[config.mk]
export PLATFORM = sky130hd
export DESIGN_NAME = mdu_ctrl
export DESIGN_NICKNAME = d
export VERILOG_FILES = /design/src/rtl/mdu_ctrl.sv
export SDC_FILE = /design/constraint.sdc
export NUM_CORES = 1
export LEC_CHECK = 0
export BUFFER_PORTS_ARGS = -buffer_cell sky130_fd_sc_hd__buf_2
export CAP_MARGIN = 20
export CORE_UTILIZATION = 30
export CTS_CLUSTER_DIAMETER = 50
export DETAILED_ROUTE_END_ITERATION = 6
export PLACE_DENSITY = 0.46
export SYNTH_ARGS = -nofsm -noshare
export SYNTH_HDL_FRONTEND = slang
export SYNTH_SLANG_ARGS = --single-unit
[constraint.sdc]
create_clock -name clk -period 5.7 [get_ports clk]
set_clock_uncertainty 0.05 [all_clocks]
set_input_delay 0.285 -clock clk [delete_from_list [all_inputs] [get_ports clk]]
set_output_delay 0.285 -clock clk [all_outputs]
set_load 0.005 [all_outputs]
[src/rtl/mdu_ctrl.sv]
// rtl/mdu_ctrl.sv - iterative 32-bit multiply/divide unit with HI/LO write-back and pipeline stall control
module mdu_ctrl (
  input  logic        clk,
  input  logic        rst,
  input  logic        start,
  input  logic [1:0]  ALU2Op,
  input  logic [31:0] A,
  input  logic [31:0] B,
  input  logic        flush,
  input  logic        RHLRd,
  output logic        busy,
  output logic        stall,
  output logic        done,
  output logic        HLWr,
  output logic [31:0] HI,
  output logic [31:0] LO
);

  typedef enum logic [1:0] {
    S_IDLE = 2'd0,
    S_CALC = 2'd1,
    S_DONE = 2'd2
  } state_t;

  state_t      r_state;
  state_t      w_state_next;

  logic [5:0]  r_cnt;
  logic [63:0] r_acc;      // multiply: product accumulator; divide: remainder:quotient
  logic [31:0] r_b;        // |B| (or raw B for unsigned ops)
  logic [31:0] r_a_raw;    // raw A, returned as HI on divide-by-zero
  logic [31:0] r_hi;
  logic [31:0] r_lo;
  logic        r_div;
  logic        r_neg_q;    // product / quotient sign
  logic        r_neg_r;    // remainder sign
  logic        r_dz;

  logic        w_accept;
  logic        w_a_neg;
  logic        w_b_neg;
  logic [31:0] w_abs_a;
  logic [31:0] w_abs_b;
  logic [32:0] w_mul_sum;
  logic        w_div_ge;
  logic [31:0] w_div_diff;
  logic [63:0] w_acc_next;
  logic [63:0] w_prod;
  logic [31:0] w_q;
  logic [31:0] w_r;
  logic [31:0] w_hi_res;
  logic [31:0] w_lo_res;

  assign w_accept = (r_state == S_IDLE) && start && !flush;
  assign w_a_neg  = ALU2Op[0] & A[31];
  assign w_b_neg  = ALU2Op[0] & B[31];
  assign w_abs_a  = w_a_neg ? (~A + 32'd1) : A;
  assign w_abs_b  = w_b_neg ? (~B + 32'd1) : B;

  // One radix-2 step: add-and-shift for multiply, restoring subtract-and-shift for divide.
  assign w_mul_sum  = {1'b0, r_acc[63:32]} + {1'b0, (r_acc[0] ? r_b : 32'd0)};
  assign w_div_ge   = (r_acc[63:31] >= {1'b0, r_b});
  assign w_div_diff = r_acc[62:31] - r_b;
  assign w_acc_next = r_div ? (w_div_ge ? {w_div_diff, r_acc[30:0], 1'b1}
                                        : {r_acc[62:0], 1'b0})
                            : {w_mul_sum, r_acc[31:1]};

  assign w_prod = r_neg_q ? (~w_acc_next + 64'd1) : w_acc_next;
  assign w_q    = r_neg_q ? (~w_acc_next[31:0] + 32'd1) : w_acc_next[31:0];
  assign w_r    = r_neg_r ? (~w_acc_next[63:32] + 32'd1) : w_acc_next[63:32];

  // Sign-corrected final result; divide-by-zero bypasses correction and returns raw A.
  always_comb begin
    w_hi_res = w_prod[63:32];
    w_lo_res = w_prod[31:0];
    if (r_div) begin
      if (r_dz) begin
        w_hi_res = r_a_raw;
        w_lo_res = 32'hFFFF_FFFF;
      end else begin
        w_hi_res = w_r;
        w_lo_res = w_q;
      end
    end
  end

  // State register.
  always_ff @(posedge clk) begin
    if (!rst) r_state <= S_IDLE;
    else      r_state <= w_state_next;
  end

  // Next-state and control outputs.
  always_comb begin
    w_state_next = r_state;
    busy         = 1'b0;
    done         = 1'b0;
    HLWr         = 1'b0;
    case (r_state)
      S_IDLE: begin
        if (start && !flush) w_state_next = S_CALC;
      end
      S_CALC: begin
        busy = 1'b1;
        if (flush)                 w_state_next = S_IDLE;
        else if (r_cnt == 6'd31)   w_state_next = S_DONE;
      end
      S_DONE: begin
        busy         = 1'b1;
        done         = 1'b1;
        HLWr         = !flush;
        w_state_next = S_IDLE;
      end
      default: w_state_next = S_IDLE;
    endcase
    stall = busy & (RHLRd | start);
  end

  // Operand capture, iteration and result registers.
  always_ff @(posedge clk) begin
    if (!rst) begin
      r_cnt   <= 6'd0;
      r_acc   <= 64'd0;
      r_b     <= 32'd0;
      r_a_raw <= 32'd0;
      r_hi    <= 32'd0;
      r_lo    <= 32'd0;
      r_div   <= 1'b0;
      r_neg_q <= 1'b0;
      r_neg_r <= 1'b0;
      r_dz    <= 1'b0;
    end else begin
      case (r_state)
        S_IDLE: begin
          if (w_accept) begin
            r_cnt   <= 6'd0;
            r_acc   <= {32'd0, w_abs_a};
            r_b     <= w_abs_b;
            r_a_raw <= A;
            r_div   <= ALU2Op[1];
            r_neg_q <= w_a_neg ^ w_b_neg;
            r_neg_r <= w_a_neg;
            r_dz    <= (B == 32'd0);
          end
        end
        S_CALC: begin
          if (flush) begin
            r_cnt <= 6'd0;
          end else begin
            r_acc <= w_acc_next;
            if (r_cnt == 6'd31) begin
              r_cnt <= 6'd0;
              r_hi  <= w_hi_res;
              r_lo  <= w_lo_res;
            end else begin
              r_cnt <= r_cnt + 6'd1;
            end
          end
        end
        default: ;
      endcase
    end
  end

  assign HI = r_hi;
  assign LO = r_lo;

endmodule

==> metrics.yaml, run 1 <==
run_status:
  status: "finished, final reports clean"
logic_synthesis:
  synthTopCellsByCount: "318 x nand2_1, 204 x dfxtp_1, 184 x a21oi_1"
  async_reset_ff_share_pct: 0
  yosys.area.top_type: "dfxtp_1"
  synth-edff-count: 0
  syn_inst: 2317
  yosysTopAreaCellShare_pct: 24.0
  syn_area_sq_mm: 0.0170
  ys_top_cells_by_area: "dfxtp_1 24%, nand2_1 7.0%, xnor2_1 5.6%"
  synthDistinctLibCells: 98
  syn_area_per_cell_sq_um: 7.34
  yosys_warnings: 0
  yosysSeqAreaShare_pct: 24.0
  synth-seq-cells: 204
  synth.most_common_cell: "nand2_1"
  syn-num-nets: 2462
  synth_ff_type: "dfxtp_1"
layout:
  multi_input_area_sq_mm: 0.0121
  seq_area_sq_mm: 0.00409
  fill_cells: 5992
  syn_to_final_growth_pct: 19.7
  drive_gt1_share_pct: 15.1
  fin_nets: 2613
floorplanning:
  die-height_microns: 240
  ios: 139
  core_area_sq_mm: 0.0555
  rows: 86
  die_w_microns: 240
  start_util_pct: 30.6
  die-area_sq_mm: 0.0576
sta:
  max_freq_mhz: 180
  rsz0062_at_grt: "false"
  fin_setup_tns_ps: 0
  finalSetupViolCount: 0
  slew_headroom_pct: 25.1
  slew_violations: 0
  finalHoldViolCount: 0
  holdWs_ps: 18.2
  post-route-min-period_ps: 5560
  worst_pin_slew_ps: 1120
  min_period_over_period_pct: 97.5
worst_setup_path:
  r2r_cells: 20
  reg2reg_from: "r_acc[44]"
  cp.required_ps: 6150
  r2r_setup_slack_ps: 140
  critPathMaxFanout: 9
  endpoint_kind: "register"
  critPathLaunchType: "register"
  r2r_end: "HI[20]"
  critical_path_class: "reg2reg"
  cp.arrival_ps: 6010
pwr:
  p_leak_nw: 8.32
  power_density_mw_per_mm2: 246
  ir_drop_mv: 0.194
clock_network:
  postCtsSetupBuffers: 0
  cts.sink_count: 204
  cts_buffers: 37
  clk_pin_slew_ps: 60
  h-tree-depth: 2
  clock_latency_ps: 570
  clock_path_buffers: 3
  cts_tree: "done"
  clock-root-buffer: "clkbuf_16"
drt:
  drt_wl_total_mm: 72.6
  viasPerCell: 5.60
  via_count: 18200
  wl_per_cell_microns: 22.4
  drc: 0
  drt_pass1_iterations: 6
  drtIter0Drc: 1494
  ant_nets: 0
run:
  drv_cap: 0
global_route:
  grt_overflow: 0
  grt_usage_pct: 24.9
  antenna_found_initial: 1
  grt_pass1_vias: 17200
  grt_max_degree: 83
  grt_pass1_wl_mm: 108
worst_hold_path:
  holdCritPathClass: "in2reg"
  min_to: "r_a_raw[2]"
  min-delay-start: "A[2]"
  holdPathStages: 3
placed_design:
  place_hpwl_mm: 55.3
  io_buffers: 138
  place_congestion: 0.950
[placed cells by master, fill, tap and decap left out, types with 33 or more instances in the layout]
| cell type | instances |
|---|---|
| o21ai_0 | 182 |
| dfxtp_1 | 202 |
| nand2_1 | 316 |
| nor3_1 | 55 |
| nor2_1 | 172 |
| inv_1 | 72 |
| a21oi_1 | 180 |
| or3_1 | 33 |
| mux2i_1 | 44 |
| buf_4 | 90 |
| xor2_1 | 67 |
| a21o_1 | 34 |
| o211ai_1 | 49 |
| ha_1 | 68 |
| and2_1 | 42 |
| nand3_1 | 51 |
| clkbuf_16 | 38 |
| xnor2_1 | 109 |
| a21boi_0 | 41 |
| buf_2 | 137 |
[worst max path at each step]
stage	to	from	depth (start not counted)	slack [ps]
after floorplan	HI[12]	r_b[4]	23	700
after global placement	HI[20]	r_acc[45]	19	240
after detailed placement	HI[20]	r_b[4]	21	270
after CTS	HI[20]	r_acc[45]	20	190
after global routing	HI[20]	r_acc[53]	21	1
final	HI[20]	r_acc[44]	20	140
[layout make-up]
type | count | area share (%)
clock buffer | 45 | 4.85
multi-input combinational | 1896 | 59.6
timing repair buffer | 256 | 8.17
antenna | 2 | 0.0246
inverter | 73 | 1.35
tap | 748 | 4.60
clock inverter | 23 | 1.35
sequential | 204 | 20.1
[power breakdown]
group / switching, mW / internal [mW] / leakage [nW] / total, mW
clock: 0.860 / 1.44 / 0.614 / 2.30
sequential: 0.0556 / 1.48 / 1.66 / 1.53
combinational: 0.744 / 0.427 / 6.05 / 1.17
total: 1.66 / 3.34 / 8.32 / 5.00
[registers in the layout (all words and copies together), names as in the netlist, 2 cells and up]
signal and count:
r_acc 64, HI 32, LO 32, r_a_raw 32, r_b 32, r_cnt 6, r_state 2
[through the flow]
stage | power [mW] | area (sq um) | instances | worst slack, ps | utilization (%)
floorplan | 2.26 | 17000 | 2317 | 703 | -
global placement | 2.70 | 18800 | 3150 | 241 | 33.8
detailed placement | 2.70 | 18800 | 3150 | 274 | 33.8
CTS | 5.03 | 20300 | 3245 | 189 | 36.6
global route | 5.21 | 20400 | 3245 | 1.09 | 36.7
finish | 5.00 | 20400 | 3247 | 141 | 36.7
[metal layers]
layer / vias to the layer above / part of all wire, % / global-route usage (%)
li1: 8691 / - / -
met1: 8777 / 47 / 35.1
met2: 598 / 44 / 38.3
met3: 122 / 5.8 / 3.83
met4: 0 / 3.2 / 8.24
met5: - / 0 / 0
[worst max-delay path, stage by stage (launching register included)]
cell	delay, ps
dfxtp_1	390
ha_1	510
nand4_1	190
or3_1	520
and3b_1	340
a221oi_4	110
buf_4	180
and3_1	160
o31a_1	360
inv_1	140
ha_1	230
nand2_1	70
a311oi_1	330
nand4b_1	220
or4b_1	500
buf_4	200
nand2b_4	180
o31ai_1	330
xnor2_1	180
o221ai_1	140
o21ai_1	150
[cells by family (layout without fill, tap and decap cells)]
kind of cell	after synthesis	in the layout	synth area share [%]
compound gates	760	760	29.7
xor+xnor	176	176	9.07
fa+ha+maj	74	74	5.53
buf+inv	217	397	5.01
flops	204	204	24.0
mux	60	60	3.65
other cells	0	2	0
simple gates	826	826	23.1
[repair_timing]
action	4_1_cts	5_1_grt
resized for setup	0	14
endpoints found under the setup margin	0	8
endpoints found under the hold margin	27	0
hold buffers	27	0
(Power assumes the default switching activity.)
==> run 2, diff against run 1 <==
==> constraint.sdc (replaced) <==
create_clock -name clk -period 7.2 [get_ports clk]
set_clock_uncertainty 0.05 [all_clocks]
set_input_delay 0.36 -clock clk [delete_from_list [all_inputs] [get_ports clk]]
set_output_delay 0.36 -clock clk [all_outputs]
set_load 0.005 [all_outputs]
==> run 2 against run 1 <==
Non-clock buffer count fell by 78. Register-to-register slack improved by 940 ps. Critical path depth grew 1. Sequential cell count unchanged. Setup slack better by 940 ps. Cell count fell by 2.4%. Fmax down 9.2%. Utilization decreased by 1.2 points. Clock-buffer cell count grew 2. Wire length down 1.2%. Largest power group unchanged.
==> metrics.yaml, run 2 (synthesis results as in run 1) <==
clock_network:
  cts.sink_count: 204
  cts_hold_buf: 1
  post_cts_resized: 0
  clock_latency_ps: 570
  clk_pin_slew_ps: 60
  postCtsSetupBuffers: 0
  h-tree-depth: 2
  clock-root-buffer: "clkbuf_16"
  cts_buffers: 39
  cts_tree: "done"
  clock_path_buffers: 3
layout:
  final_cell_mix: "318 x nand2_1, 202 x dfxtp_1, 183 x a21oi_1, 183 x o21ai_0, 172 x nor2_1"
  fill_cells: 6043
  layout_commonest_cell: "nand2_1"
  largest_reg_flops: 64
  regMostFlops: "r_acc"
  antenna_cells: 0
  fin_nets: 2537
  syn_to_final_growth_pct: 15.7
  drive_gt1_share_pct: 13.0
drt:
  viasPerCell: 5.66
  drt_wl_total_mm: 71.7
  wl_per_cell_microns: 22.6
  drt_pass1_iterations: 6
  drc: 0
  ant_nets: 0
  drtIter0Drc: 1654
  via_count: 17900
floorplanning:
  die_w_microns: 240
  ios: 139
  die-area_sq_mm: 0.0576
  rows: 86
  core_area_sq_mm: 0.0555
  start_util_pct: 30.6
  die-height_microns: 240
pwr:
  total_power_mw: 3.92
  ir_drop_mv: 0.133
  power_density_mw_per_mm2: 200
  p_leak_nw: 7.96
placed_design:
  place_congestion: 0.948
  post-place-ws_ps: 1090
  io_buffers: 138
  place_hpwl_mm: 54.1
worst_hold_path:
  min-delay-start: "A[12]"
  holdCritPathClass: "in2reg"
sta:
  slew_headroom_pct: 27.6
  post-route-min-period_ps: 6120
  rsz0062_at_grt: "false"
  slew_violations: 0
  worst_pin_slew_ps: 1080
  fin_setup_tns_ps: 0
  holdWs_ps: 30.8
  max_freq_mhz: 163
  worst_slack_ps: 1080
  finalSetupViolCount: 0
  min_period_over_period_pct: 85.1
  finalHoldViolCount: 0
global_route:
  grt_max_degree: 89
  grt_overflow: 0
  grt_pass1_wl_mm: 108
  grt_pass1_vias: 17000
  antenna_found_initial: 2
  grt_usage_pct: 24.6
worst_setup_path:
  cp.arrival_ps: 6510
  crit_start: "r_b[22]"
  critical_path_class: "reg2reg"
  critPathLaunchType: "register"
  cp.required_ps: 7580
  critPathMaxFanout: 11
  endpoint_kind: "register"
  reg2reg_from: "r_b[22]"
run_status:
  status: "finished, final reports clean"
run:
  drv_cap: 0
-- run 2: changes by cell type in the layout (fill, tap and decap cells not counted), sizes merged --
cell,before,now
buf,229,177
dlygate4sd3,27,1
inv,77,82
clkinv,12,8
bufinv,4,2
clkbuf,45,47
diode,2,0
-- run 2: final timing paths --
check / depth (start not counted) / slack (ps) / end
worst max-delay path: 21 / 1080 / HI[12]
worst min-delay path: 3 / 30 / r_a_raw[12]
worst max register to register: 21 / 1080 / HI[12]
worst min register to register: 2 / 400 / HI[30]
-- run 2: area by class of cell --
cell class	instances	area (sq um)	share of cell area, %
multi-input combinational	1896	12100	61.5
sequential	204	4090	20.8
clock buffer	47	1060	5.37
timing repair buffer	178	996	5.06
tap	748	936	4.76
inverter	73	274	1.39
clock inverter	22	230	1.17
-- run 2: routing by layer --
layer	track usage, %	share of wire, %
met1	34.3	47
met2	38.8	44
met3	4.27	6.2
met4	6.68	2.5
met5	0	0
-- run 2: power by group --
part / switching [mW] / internal [mW]
combinational: 0.573 / 0.294
sequential: 0.0460 / 1.17
clock: 0.708 / 1.13
-- run 2: stage by stage --
stage	instance area, sq um	util (%)	std cells
final	19700	35.4	3168
after CTS	19700	35.4	3168
after global placement	18400	33.1	3098
after detailed placement	18400	33.1	3098
after global routing	19700	35.4	3168
after floorplan	17000	-	2317
-- run 2: worst max-delay path, stage by stage (launching register included) --
cell	delay (ps)
dfxtp_1	340
inv_1	50
ha_1	400
a21oi_1	240
o21ai_1	110
a221o_2	450
a221oi_4	730
a31oi_1	370
inv_1	200
ha_1	200
o211ai_1	130
nand2b_1	210
or3_1	570
or2_2	410
nor2_1	200
nand3_1	120
nor3_1	230
nand3_1	200
nand2_1	140
mux2_2	330
a221oi_1	210
a21oi_1	90
==> run 3, diff against run 2 <==
--- a/config.mk
+++ b/config.mk
@@ -7,10 +7,12 @@
 export LEC_CHECK = 0
 export BUFFER_PORTS_ARGS = -buffer_cell sky130_fd_sc_hd__buf_2
 export CAP_MARGIN = 20
-export CORE_UTILIZATION = 30
+export CELL_PAD_IN_SITES_DETAIL_PLACEMENT = 0
+export CELL_PAD_IN_SITES_GLOBAL_PLACEMENT = 1
+export CORE_UTILIZATION = 45
 export CTS_CLUSTER_DIAMETER = 50
 export DETAILED_ROUTE_END_ITERATION = 6
-export PLACE_DENSITY = 0.46
+export PLACE_DENSITY = 0.81
 export SYNTH_ARGS = -nofsm -noshare
 export SYNTH_HDL_FRONTEND = slang
 export SYNTH_SLANG_ARGS = --single-unit
==> run 3 against run 2 <==
Cell count fell by 8.3%. Sequential share of layout area increased by 0.58 points. Die area down 33%. Critical endpoint unchanged. Largest power group unchanged. Highest routed layer unchanged.
==> metrics.yaml, run 3 (synthesis results as in run 1) <==
placed_design:
  place_hpwl_mm: 48.9
  dp.cells: 2844
  post-place-ws_ps: 984
  place_congestion: 0.963
  place_area_sq_mm: 0.0180
  io_buffers: 138
sta:
  slew_headroom_pct: 26.6
  holdWs_ps: 47.4
  slew_violations: 0
  worst_slack_ps: 830
  finalHoldViolCount: 0
  fin_setup_tns_ps: 0
  finalSetupViolCount: 0
  rsz0062_at_grt: "false"
  max_freq_mhz: 157
  post-route-min-period_ps: 6370
  worst_pin_slew_ps: 1090
  min_period_over_period_pct: 88.5
layout:
  antenna_cells: 0
  final_cell_mix: "318 x nand2_1, 202 x dfxtp_1, 183 x a21oi_1, 183 x o21ai_0, 172 x nor2_1"
  fin_area_sq_mm: 0.0191
  layout.cells.non_filler: 2904
  finalCoreUtilization_pct: 51.9
  layout_commonest_cell: "nand2_1"
  regMostFlops: "r_acc"
  syn_to_final_growth_pct: 12.5
  largest_reg_flops: 64
  drive_gt1_share_pct: 12.3
  fin_nets: 2522
worst_setup_path:
  crit_start: "r_b[4]"
  r2r_cells: 21
  critical_path_class: "reg2reg"
  r2r_end: "HI[12]"
  critical-path-top-delay-family: "simple AND/OR/NAND/NOR gates"
  critPathSlowestCell: "o41ai_4"
  cp_slowest_stage_delay_ps: 570
  critPathLaunchType: "register"
  reg2reg_from: "r_b[4]"
  critPathMaxFanout: 8
  r2r_setup_slack_ps: 830
  endpoint_kind: "register"
  path_cells: "inv_1 > ha_1 > a21o_1 > a31oi_1 > a211oi_4 > o41ai_4 > a31oi_1 > inv_1 > ha_1 > o211ai_1 > nand2b_1 > or3_1 > or2_2 > nor2_1 > nand3_1 > nor3_1 > nand3_1 > nand2_1 > mux2_2 > a221oi_1 > a21oi_1"
  cp.arrival_ps: 6740
  critPathBufInv: 2
  cp.required_ps: 7570
worst_hold_path:
  min_to: "r_a_raw[10]"
  min-delay-start: "A[10]"
  holdCritPathClass: "in2reg"
  holdPathStages: 3
clock_network:
  cts.sink_count: 204
  h-tree-depth: 2
  postCtsSetupBuffers: 0
  cts_tree: "done"
  clk_pin_slew_ps: 60
  clock-root-buffer: "clkbuf_16"
  cts_buffers: 34
  clock_path_buffers: 3
  clock_latency_ps: 560
drt:
  ant_nets: 0
  drc: 0
  via_count: 17900
  drtIter0Drc: 1756
  viasPerCell: 6.17
  drt_pass1_iterations: 7
  wl_per_cell_microns: 22.5
  drt_wl_total_mm: 65.5
floorplanning:
  start_util_pct: 46.1
  ios: 139
  rows: 70
  die-area_sq_mm: 0.0386
  die-height_microns: 196
  core_area_sq_mm: 0.0369
  die_w_microns: 196
global_route:
  antenna_found_initial: 0
  grt_overflow: 0
  grt_pass1_wl_mm: 99.7
  grt_usage_pct: 33.5
  grt_max_degree: 71
  grt_pass1_vias: 16600
run_status:
  status: "finished, final reports clean"
pwr:
  p_leak_nw: 7.85
  total_power_mw: 3.73
  ir_drop_mv: 0.142
  power_density_mw_per_mm2: 195
run:
  drv_cap: 0
## run 3: changes by cell type in the layout (fill, tap and decap cells not counted), sizes merged
cell	before	now
buf	177	167
clkbuf	47	40
inv	82	78
clkinv	8	10
clkinvlp	3	1
bufinv	2	3
## run 3: worst max-delay path by stage
stage / slack (ps) / to / cells past startpoint
after global placement: 1060 / HI[12] / 21
after floorplan: 2200 / HI[12] / 23
after global routing: 520 / HI[30] / 21
final: 830 / HI[12] / 21
after CTS: 940 / HI[12] / 21
after detailed placement: 980 / HI[12] / 21
## run 3: what timing repair did
action / CTS / global route
hold endpoints to repair: 1 / 0
hold buffers: 1 / 0
resized for setup: 0 / 0
## run 3: final cells by class
| type | instances | area [sq um] |
|---|---|---|
| Sequential cell | 204 | 4090 |
| Fill cell | 3717 | 17700 |
| Clock inverter | 19 | 220 |
| Clock buffer | 40 | 915 |
| Tap cell | 504 | 631 |
| Timing Repair Buffer | 168 | 921 |
| Inverter | 73 | 274 |
| Multi-Input combinational cell | 1896 | 12100 |
## run 3: routing by layer
layer / vias to the layer above / routed length (microns) / share of wire (%) / global-route usage (%)
met5: - / 0 / 0 / 0
met4: 0 / 2380 / 3.6 / 11.8
met3: 138 / 5010 / 7.7 / 5.97
met2: 748 / 28800 / 44 / 52.0
met1: 8538 / 29200 / 45 / 46.4
li1: 8508 / - / - / -
## run 3: worst reg2reg max path: cells and delay by family (launching register included)
kind            cells  cell delay [ps]
fa+ha+maj           2              570
buf+inv             2              260
compound gates      8             2220
flops               1              340
mux                 1              340
simple gates        8             2470
## run 3: where the power goes
part | switching [mW] | internal, mW
Combinational | 0.559 | 0.286
Clock | 0.646 | 1.03
Sequential | 0.0450 | 1.17
